`src/rtl/mem_arbiter_rr.sv`:
```
// mem_arbiter_rr: N-port byte-serial memory controller in front of a single
// 8-bit RAM port. Arbitrates one transaction at a time, serialises byte/half/
// word loads and stores, and sign/zero-extends load data.
//
// Optional feature macro: MEMARB_ROUND_ROBIN_EN
//   defined   -> round-robin arbitration starting after the last granted port
//   undefined -> fixed priority, lowest port index wins
//
// Ports:
//   clockIn    clock, posedge
//   resetIn    synchronous active-high reset
//   readyIn    global enable; low freezes all state
//   clearIn    flush (ignored while a store is in flight)
//   reqFlag    per-port request, held until the matching okOut bit
//   reqOp      per port [3]=unsigned load, [2]=store, [1:0]=size
//   reqAddr    per-port byte address
//   reqData    per-port store data, little-endian
//   okOut      one-hot completion pulse
//   grantOut   one-hot owner of the current transaction (0 when idle)
//   dataOut    last completed load result
//   busyOut    high while a transaction is in progress
//   ramSelect  1 = read, 0 = write
//   ramAddr    RAM byte address
//   ramOut     RAM write byte
//   ramIn      RAM read byte, valid the cycle after its address
module mem_arbiter_rr #(
  parameter int unsigned ADDR_WIDTH = 17,
  parameter int unsigned NUM_PORTS  = 3
) (
  input  logic                      clockIn,
  input  logic                      resetIn,
  input  logic                      readyIn,
  input  logic                      clearIn,
  input  logic [NUM_PORTS-1:0]      reqFlag,
  input  logic [4*NUM_PORTS-1:0]    reqOp,
  input  logic [32*NUM_PORTS-1:0]   reqAddr,
  input  logic [32*NUM_PORTS-1:0]   reqData,
  output logic [NUM_PORTS-1:0]      okOut,
  output logic [NUM_PORTS-1:0]      grantOut,
  output logic [31:0]               dataOut,
  output logic                      busyOut,
  output logic                      ramSelect,
  output logic [ADDR_WIDTH-1:0]     ramAddr,
  output logic [7:0]                ramOut,
  input  logic [7:0]                ramIn
);

  localparam int unsigned PTR_W = (NUM_PORTS > 1) ? $clog2(NUM_PORTS) : 1;

  typedef enum logic [1:0] {
    S_IDLE  = 2'd0,
    S_LOAD  = 2'd1,
    S_STORE = 2'd2
  } state_e;

  state_e                  state_q, state_d;
  logic [2:0]              idx_q, idx_d;
  logic [23:0]             buf_q, buf_d;
  logic [ADDR_WIDTH-1:0]   base_q, base_d;
  logic [1:0]              size_q, size_d;
  logic                    uns_q, uns_d;
  logic [31:0]             wdata_q, wdata_d;
  logic [NUM_PORTS-1:0]    grant_q, grant_d;
  logic [NUM_PORTS-1:0]    ok_q, ok_d;
  logic [31:0]             data_q, data_d;
`ifdef MEMARB_ROUND_ROBIN_EN
  logic [PTR_W-1:0]        rr_q, rr_d;
  logic [PTR_W-1:0]        probe_c;
`endif

  logic [NUM_PORTS-1:0]    cand_c;
  logic                    win_vld_c;
  logic [PTR_W-1:0]        win_c;
  logic [3:0]              win_op_c;
  logic [ADDR_WIDTH-1:0]   win_addr_c;
  logic [31:0]             win_data_c;
  logic [2:0]              len_c;
  logic                    unused_addr_c;

  // Address bits above ADDR_WIDTH are deliberately ignored (RAM wraps).
  assign unused_addr_c = ^reqAddr;

  // Transfer length in bytes; size 2'b10 behaves as a word.
  assign len_c = (size_q == 2'b00) ? 3'd1 :
                 (size_q == 2'b01) ? 3'd2 : 3'd4;

  // Arbitration; the port currently receiving ok is not a candidate.
  always_comb begin
    cand_c    = reqFlag & ~ok_q;
    win_vld_c = 1'b0;
    win_c     = '0;
`ifdef MEMARB_ROUND_ROBIN_EN
    probe_c   = '0;
    for (int unsigned k = 0; k < NUM_PORTS; k++) begin
      probe_c = PTR_W'((32'(rr_q) + 32'd1 + k) % NUM_PORTS);
      if (!win_vld_c && cand_c[probe_c]) begin
        win_vld_c = 1'b1;
        win_c     = probe_c;
      end
    end
`else
    for (int unsigned k = 0; k < NUM_PORTS; k++) begin
      if (!win_vld_c && cand_c[PTR_W'(k)]) begin
        win_vld_c = 1'b1;
        win_c     = PTR_W'(k);
      end
    end
`endif
  end

  // Winner's request fields.
  always_comb begin
    win_op_c   = '0;
    win_addr_c = '0;
    win_data_c = '0;
    for (int unsigned k = 0; k < NUM_PORTS; k++) begin
      if (win_c == PTR_W'(k)) begin
        win_op_c   = reqOp[k*4 +: 4];
        win_addr_c = reqAddr[k*32 +: ADDR_WIDTH];
        win_data_c = reqData[k*32 +: 32];
      end
    end
  end

  // Next-state and RAM-side outputs.
  always_comb begin
    state_d   = state_q;
    idx_d     = idx_q;
    buf_d     = buf_q;
    base_d    = base_q;
    size_d    = size_q;
    uns_d     = uns_q;
    wdata_d   = wdata_q;
    grant_d   = grant_q;
    ok_d      = ok_q;
    data_d    = data_q;
`ifdef MEMARB_ROUND_ROBIN_EN
    rr_d      = rr_q;
`endif
    ramSelect = 1'b1;
    ramAddr   = '0;
    ramOut    = '0;

    case (state_q)
      S_IDLE: begin
        if (readyIn) begin
          ok_d = '0;
          if (clearIn) begin
            idx_d = '0;
          end else if (win_vld_c) begin
            ramAddr        = win_addr_c;
            base_d         = win_addr_c;
            size_d         = win_op_c[1:0];
            uns_d          = win_op_c[3];
            wdata_d        = win_data_c;
            grant_d        = '0;
            grant_d[win_c] = 1'b1;
`ifdef MEMARB_ROUND_ROBIN_EN
            rr_d           = win_c;
`endif
            if (win_op_c[2]) begin
              state_d = S_STORE;
              idx_d   = 3'd0;
            end else begin
              // Byte 0 address goes out now, so the load starts at index 1.
              state_d = S_LOAD;
              idx_d   = 3'd1;
            end
          end
        end
      end

      S_LOAD: begin
        if (idx_q < len_c) begin
          ramAddr = base_q + ADDR_WIDTH'(idx_q);
        end
        if (readyIn) begin
          if (clearIn) begin
            state_d = S_IDLE;
            idx_d   = '0;
            ok_d    = '0;
            grant_d = '0;
          end else begin
            case (idx_q)
              3'd1:    buf_d[7:0]   = ramIn;
              3'd2:    buf_d[15:8]  = ramIn;
              3'd3:    buf_d[23:16] = ramIn;
              default: ;
            endcase
            if (idx_q == len_c) begin
              // ramIn is the final byte; extend from it directly.
              state_d = S_IDLE;
              idx_d   = '0;
              ok_d    = grant_q;
              grant_d = '0;
              case (size_q)
                2'b00:   data_d = {{24{~uns_q & ramIn[7]}}, ramIn};
                2'b01:   data_d = {{16{~uns_q & ramIn[7]}}, ramIn, buf_q[7:0]};
                default: data_d = {ramIn, buf_q[23:0]};
              endcase
            end else begin
              idx_d = idx_q + 3'd1;
            end
          end
        end
      end

      S_STORE: begin
        ramAddr = base_q + ADDR_WIDTH'(idx_q);
        // Flush does not abort a store once bytes have started going out.
        if (readyIn) begin
          ramSelect = 1'b0;
          ramOut    = 8'(wdata_q >> {idx_q[1:0], 3'b000});
          if (idx_q == len_c - 3'd1) begin
            state_d = S_IDLE;
            idx_d   = '0;
            ok_d    = grant_q;
            grant_d = '0;
          end else begin
            idx_d = idx_q + 3'd1;
          end
        end
      end

      default: begin
        state_d = S_IDLE;
        idx_d   = '0;
        grant_d = '0;
      end
    endcase
  end

  // State registers.
  always_ff @(posedge clockIn) begin
    if (resetIn) begin
      state_q <= S_IDLE;
      idx_q   <= '0;
      buf_q   <= '0;
      base_q  <= '0;
      size_q  <= '0;
      uns_q   <= 1'b0;
      wdata_q <= '0;
      grant_q <= '0;
      ok_q    <= '0;
      data_q  <= '0;
`ifdef MEMARB_ROUND_ROBIN_EN
      rr_q    <= PTR_W'(NUM_PORTS - 1);
`endif
    end else begin
      state_q <= state_d;
      idx_q   <= idx_d;
      buf_q   <= buf_d;
      base_q  <= base_d;
      size_q  <= size_d;
      uns_q   <= uns_d;
      wdata_q <= wdata_d;
      grant_q <= grant_d;
      ok_q    <= ok_d;
      data_q  <= data_d;
`ifdef MEMARB_ROUND_ROBIN_EN
      rr_q    <= rr_d;
`endif
    end
  end

  assign okOut    = ok_q;
  assign grantOut = grant_q;
  assign dataOut  = data_q;
  assign busyOut  = (state_q != S_IDLE);

endmodule

```
`config.mk`:
```
export PLATFORM = sky130hd
export DESIGN_NAME = mem_arbiter_rr
export DESIGN_NICKNAME = d
export VERILOG_FILES = /design/src/rtl/mem_arbiter_rr.sv
export SDC_FILE = /design/constraint.sdc
export NUM_CORES = 1
export LEC_CHECK = 0
export ABC_AREA = 1
export CORE_MARGIN = 4
export CORE_UTILIZATION = 44
export DETAILED_ROUTE_END_ITERATION = 6
export DONT_BUFFER_PORTS = 1
export GPL_TIMING_DRIVEN = 0
export PLACE_DENSITY = 0.59
export SLEW_MARGIN = 20
export SYNTH_ARGS = -nofsm -noshare
export SYNTH_HDL_FRONTEND = slang
export SYNTH_SLANG_ARGS = --single-unit
```
`constraint.sdc`:
```
create_clock -name clockIn -period 2.1 [get_ports clockIn]
set_input_delay 0.42 -clock clockIn [delete_from_list [all_inputs] [get_ports clockIn]]
set_output_delay 0.42 -clock clockIn [all_outputs]
set_load 0.005 [all_outputs]
```
; After elaboration in Yosys (flattened, before gate mapping)
; Cells that the tools add are included.
[word_totals]
reg_bits = 119
input_bits = 219
out_inout_bits = 65
wordCells = 124
[classes]
shift = 1
mux = 64
addsub = 3
magnitude_cmp = 3
bitwise_logic = 5
eq_ne = 18
n_reduce_logical = 18
[op_table]
columns = op, count
row1 = $mux W17, 7
row2 = $mux W32, 3
row3 = $mux W3, 24
row4 = $pmux W32 S2, 1
row5 = $pmux W17 S3, 1
row6 = $shr A32 B5 Y8, 1
row7 = $pmux W3 S3, 3
row8 = $reduce_and A4 Y1, 6
row9 = $mux W2, 10
row10 = $add A17 B3 Y17, 1
row11 = $mux W8, 2
row12 = $mux W4, 3
row13 = $ne A2 B2 Y1 const B, 6
row14 = $mux W1, 8
row15 = $reduce_and A7 Y1, 1
row16 = $eq A2 B1 Y1 const B, 3
row17 = $eq A3 B2 Y1 const B, 2
row18 = $eq A3 B3 Y1, 2
row19 = $logic_not A2 Y1, 3
row20 = $ne A3 B3 Y1 const B, 2
row21 = $pmux W2 S3, 1
row22 = $reduce_and A6 Y1, 1
row23 = $eq A2 B2 Y1 const B, 2
row24 = $add A3 B1 Y3 const B, 1
row25 = 14 further kinds, 18

; Depth between registers and ports, before layout
[depth]
depth_word = 18
depth_mapped = 12
ltp_nobuf = 10

; Worst setup path before layout
; No wires, ideal clock.
[synth_timing]
path_kind = register to output
startpoint = reg idx_q[0]
endpoint = out ramAddr[12]
slack_ps = -211
t_required_ps = 1680
path_buffers = 3
path_stages_with_launch = 12
arrival_time_ps = 1891
cell_sequence = dfxtp_1 > buf_2 > inv_1 > clkbuf_1 > ha_1 > nor2_1 > o21ai_0 > nand2_1 > nand2_1 > buf_2 > nand3_1 > a21oi_1
[synth_between]
elab_chain_len = 3
word_cells_on_any_way = 4
classes_between = add/sub: 1 / order compare: 1 / mux: 2
[synth_rtl]
columns = element, line_no
row1 = start: declaration, 57  ; logic [2:0] idx_q, idx_d;
row2 = start signal: assignment, 251  ; idx_q <= idx_d;
row3 = $add A17 B3 Y17 or $lt A3 B3 Y1 (tied branches), "175, 209, 174"
row4 = $mux W17, 174  ; if (idx_q < len_c) begin
row5 = $pmux W17 S3 *, 144  ; case (state_q)
row6 = end: declaration, 43  ; output logic [ADDR_WIDTH-1:0] ramAddr,
; Every way passes the cells marked *; elsewhere a longest branch is shown, timed or not.

; Worst setup path after layout
; Same ends and word-level chain as after synthesis.

==> summary.md <==
| Metric | Value |
|---|---|
| Setup Viol. Count Final | 17 |
| Pwr dens | 807.0 nW/um^2 |
| Max-cap viol count | 0 |
| RSZ-0062 raised after global routing | yes |
| Vias in the first global route | 6462 |
| Worst setup EP type | output pin |
| Drt total wl | 24050 microns |
| Skew-Pair Late Insertion Delay | 0.43 ns |
| Largest net degree at the start of global routing | 17 |
| I/O pin cnt | 284 |
| Die width | 130.1 microns |
| Slew @ Worst Pin | 0.5815 ns |
| Gr usage total | 27.18% |
| Cell Area, Synth | 6555 sq um |
| CP max-delay cell | dfxtp_4 |
| Crit path cell chain | ha_4, inv_2, fa_2, o21ai_4, buf_6, nand3_2, nand2_2, nand3_2, a21oi_2 |
| Number of fillers in the final layout | 1406 |
| Async S/R FF share, synth | 0% |
| Fin. max-slew vios | 0 |
| Top FF cell, synth | dfxtp_1 |
| Xor-xnor portion of the synthesized cell area | 0.2672% |
| GRT overflow | 0 |
| Maximum vdd drop | 611.7 uV |
| Synth-to-Final Area Change | 28.44% |
| CTS Buf Count | 17 |
| Via count | 6973 |
| Initial DRC count | 501 |
| Worst EP required | 1.68 ns |
| Initial antenna violation count | 0 |
| Cell variety after synth | 35 |
| Synth Area in Simple Gates | 23.10% |
| WS Path Type | register to output pin |
| Top cell by count, worst path | nand3_2 |
| Number of synthesized flops with an enable pin | 0 |
| Cts hold-fix bufs | 0 |
| Synth area leader | dfxtp_1 |
| CP peak stage delay | 0.38 ns |
| CP arrival | 2.12 ns |
| Top cell type's share of synthesized area | 36.34% |
| CTS clk-pin slew, worst paths | 0.06 ns |
| Initial Utilization | 44.93% |
| Worst Path Max Fanout | 3 |
| Register area share after synthesis | 36.34% |
| Outcome | complete, but fails checks |
| Hold WS | 0.1501 ns |
| Final Core Density | 57.71% |
| Leakage | 3.334 nW |
| Via density | 5.720 |
| Syn_area_per_cell | 6.772 sq um |
| CP Launch Type | register |
| Mux cell area share after synthesis | 0% |
| Layout cells sized above 1 | 21.16% |
| Drt wl/cell | 19.73 microns |
| Post-DP HPWL | 16980 microns |
| Cells after synthesis | 968 |
| Pre-CTS setup slack | -0.4339 ns |
| DRT antenna net count | 0 |
| Most frequent cells in the layout | 151 x nor2_1, 135 x a21oi_1, 118 x nand2_1, 112 x dfxtp_1, 102 x o21ai_0 |
| Max clock buf depth | 2 |
| Syn Nets | 1203 |
| First-pass GRT wire length | 35310 microns |
| Achievable frequency | 0.3930 GHz |
| Yosys reg bits | 119 |
| Clk_skew | 0.006689 ns |
| Warnings, synthesis | 0 |
| Commonest non-fill, non-tap cell in the layout | nor2_1 |
| Clock root buffer | clkbuf_16 |
| Worst reg2reg setup slack | 0.15 ns |
| CTS sink cnt | 119 |
| Final hold violations | 0 |
| # port buffers | 0 |
| Post-synthesis adder-cell area fraction | 3.169% |
| Die Y | 130.1 microns |
| Rel. slew slack | 61.23% |
| Combinational family with the most area after synthesis | compound AO/OA/AOI/OAI gates |
| GP Congestion | 0.8322 |
| Hold Crit Class | input port to register |
| Failing checks | negative setup slack |
| Full die area | 16910 sq um |
| Antenna cell count | 0 |
| Setup ws final | -0.4446 ns |
| Tmin final | 2.545 ns |
| Synth area leaders | dfxtp_1 36%, a21oi_1 12%, nor2_1 9.0% |
| # DRC | 0 |
| # rows | 44 |
| DRT Pass-1 Iters | 5 |
| Nets | 1257 |
| Fin crit share | 121.2% |
| Core area | 14590 sq um |
| CTS tree | built |
| H-tree depth | 4 |
| Synth Area in Compound Gates | 29.24% |
## path summary, 6_finish.rpt
check        startpoint     endpoint  depth (start not counted)
max            idx_q[0]  ramAddr[12]                          9
max reg2reg    idx_q[0]    buf_q[14]                          8
min            ramIn[2]  dataOut[26]                          2
min reg2reg   buf_q[22]    buf_q[22]                          2
## synthesized netlist by cell type, types with 4 or more instances
cell,count
dfxtp_1,119
or2_2,4
a22oi_1,35
nand3_1,41
clkbuf_1,24
buf_4,4
nor2_2,4
inv_2,8
o21ai_1,17
ha_1,15
a31oi_1,23
nor2_1,158
o21ai_0,117
nand4_1,4
nand2_1,135
buf_6,4
buf_2,25
a21oi_1,160
inv_1,45
## cells by family after synthesis
logic type	count (synthesis)
fa+ha+maj	16
simple gates	358
compound gates	357
buf+inv	116
flops	119
xor+xnor	2
## report_power, final
part           switching [mW]  total (mW)  leakage [nW]  internal [mW]
registers              0.0787        2.43         0.971           2.35
logic                   0.638        1.05          2.04          0.412
clock network            1.11        3.32         0.324           2.20
## what timing repair did
item | CTS | global route
gates resized for setup | 103 | 67
pin swaps | 40 | 44
setup buffers | 28 | 12
setup endpoints to repair | 76 | 49
gates cloned | 1 | 1
## flip-flops by register name (all words and copies together) (netlist names)
| name | cells |
|---|---|
| okOut | 3 |
| uns_q | 1 |
| wdata_q | 32 |
| grantOut | 3 |
| state_q | 2 |
| buf_q | 24 |
| base_q | 17 |
| size_q | 2 |
| idx_q | 3 |
| dataOut | 32 |
## area by class of cell
| cell class | count | area (sq um) | area share [%] |
|---|---|---|---|
| Clock buffer | 21 | 470.5 | 5.588 |
| Tap cell | 184 | 230.2 | 2.734 |
| Multi-Input combinational cell | 733 | 4177 | 49.61 |
| Buffer | 55 | 330.3 | 3.923 |
| Clock inverter | 11 | 193.9 | 2.303 |
| Inverter | 57 | 240.2 | 2.853 |
| Timing Repair Buffer | 39 | 376.6 | 4.473 |
| Sequential cell | 119 | 2401 | 28.52 |
## layer usage
layer	up-vias	global-route usage (%)	wire length (microns)
met1	3228	35.86	10290
met5	-	0	0
met4	0	6.357	266
met2	294	43.93	11410
li1	3426	-	-
met3	25	8.146	2088
## stage by stage
step	total power, mW	area, sq um	setup TNS [ns]	std cells
finish	6.794	8419	-5.623	1219
global route	7.032	8419	-7.178	1219
CTS	6.732	8099	-6.203	1210
detailed placement	3.262	6808	-17.20	1152
global placement	3.260	6808	-17.80	1152
floorplan	3.042	6578	0	968
## critical path, delay by kind of cell, from the launching register on
family                     cells  cell delay [ns]
buffers and inverters          2             0.18
adders and majority gates      2             0.53
DFF                            1             0.38
and+or+nand+nor                3             0.22
AOI/OAI and AO/OA              2             0.38
Note: power is estimated with default switching activity, not from simulation.
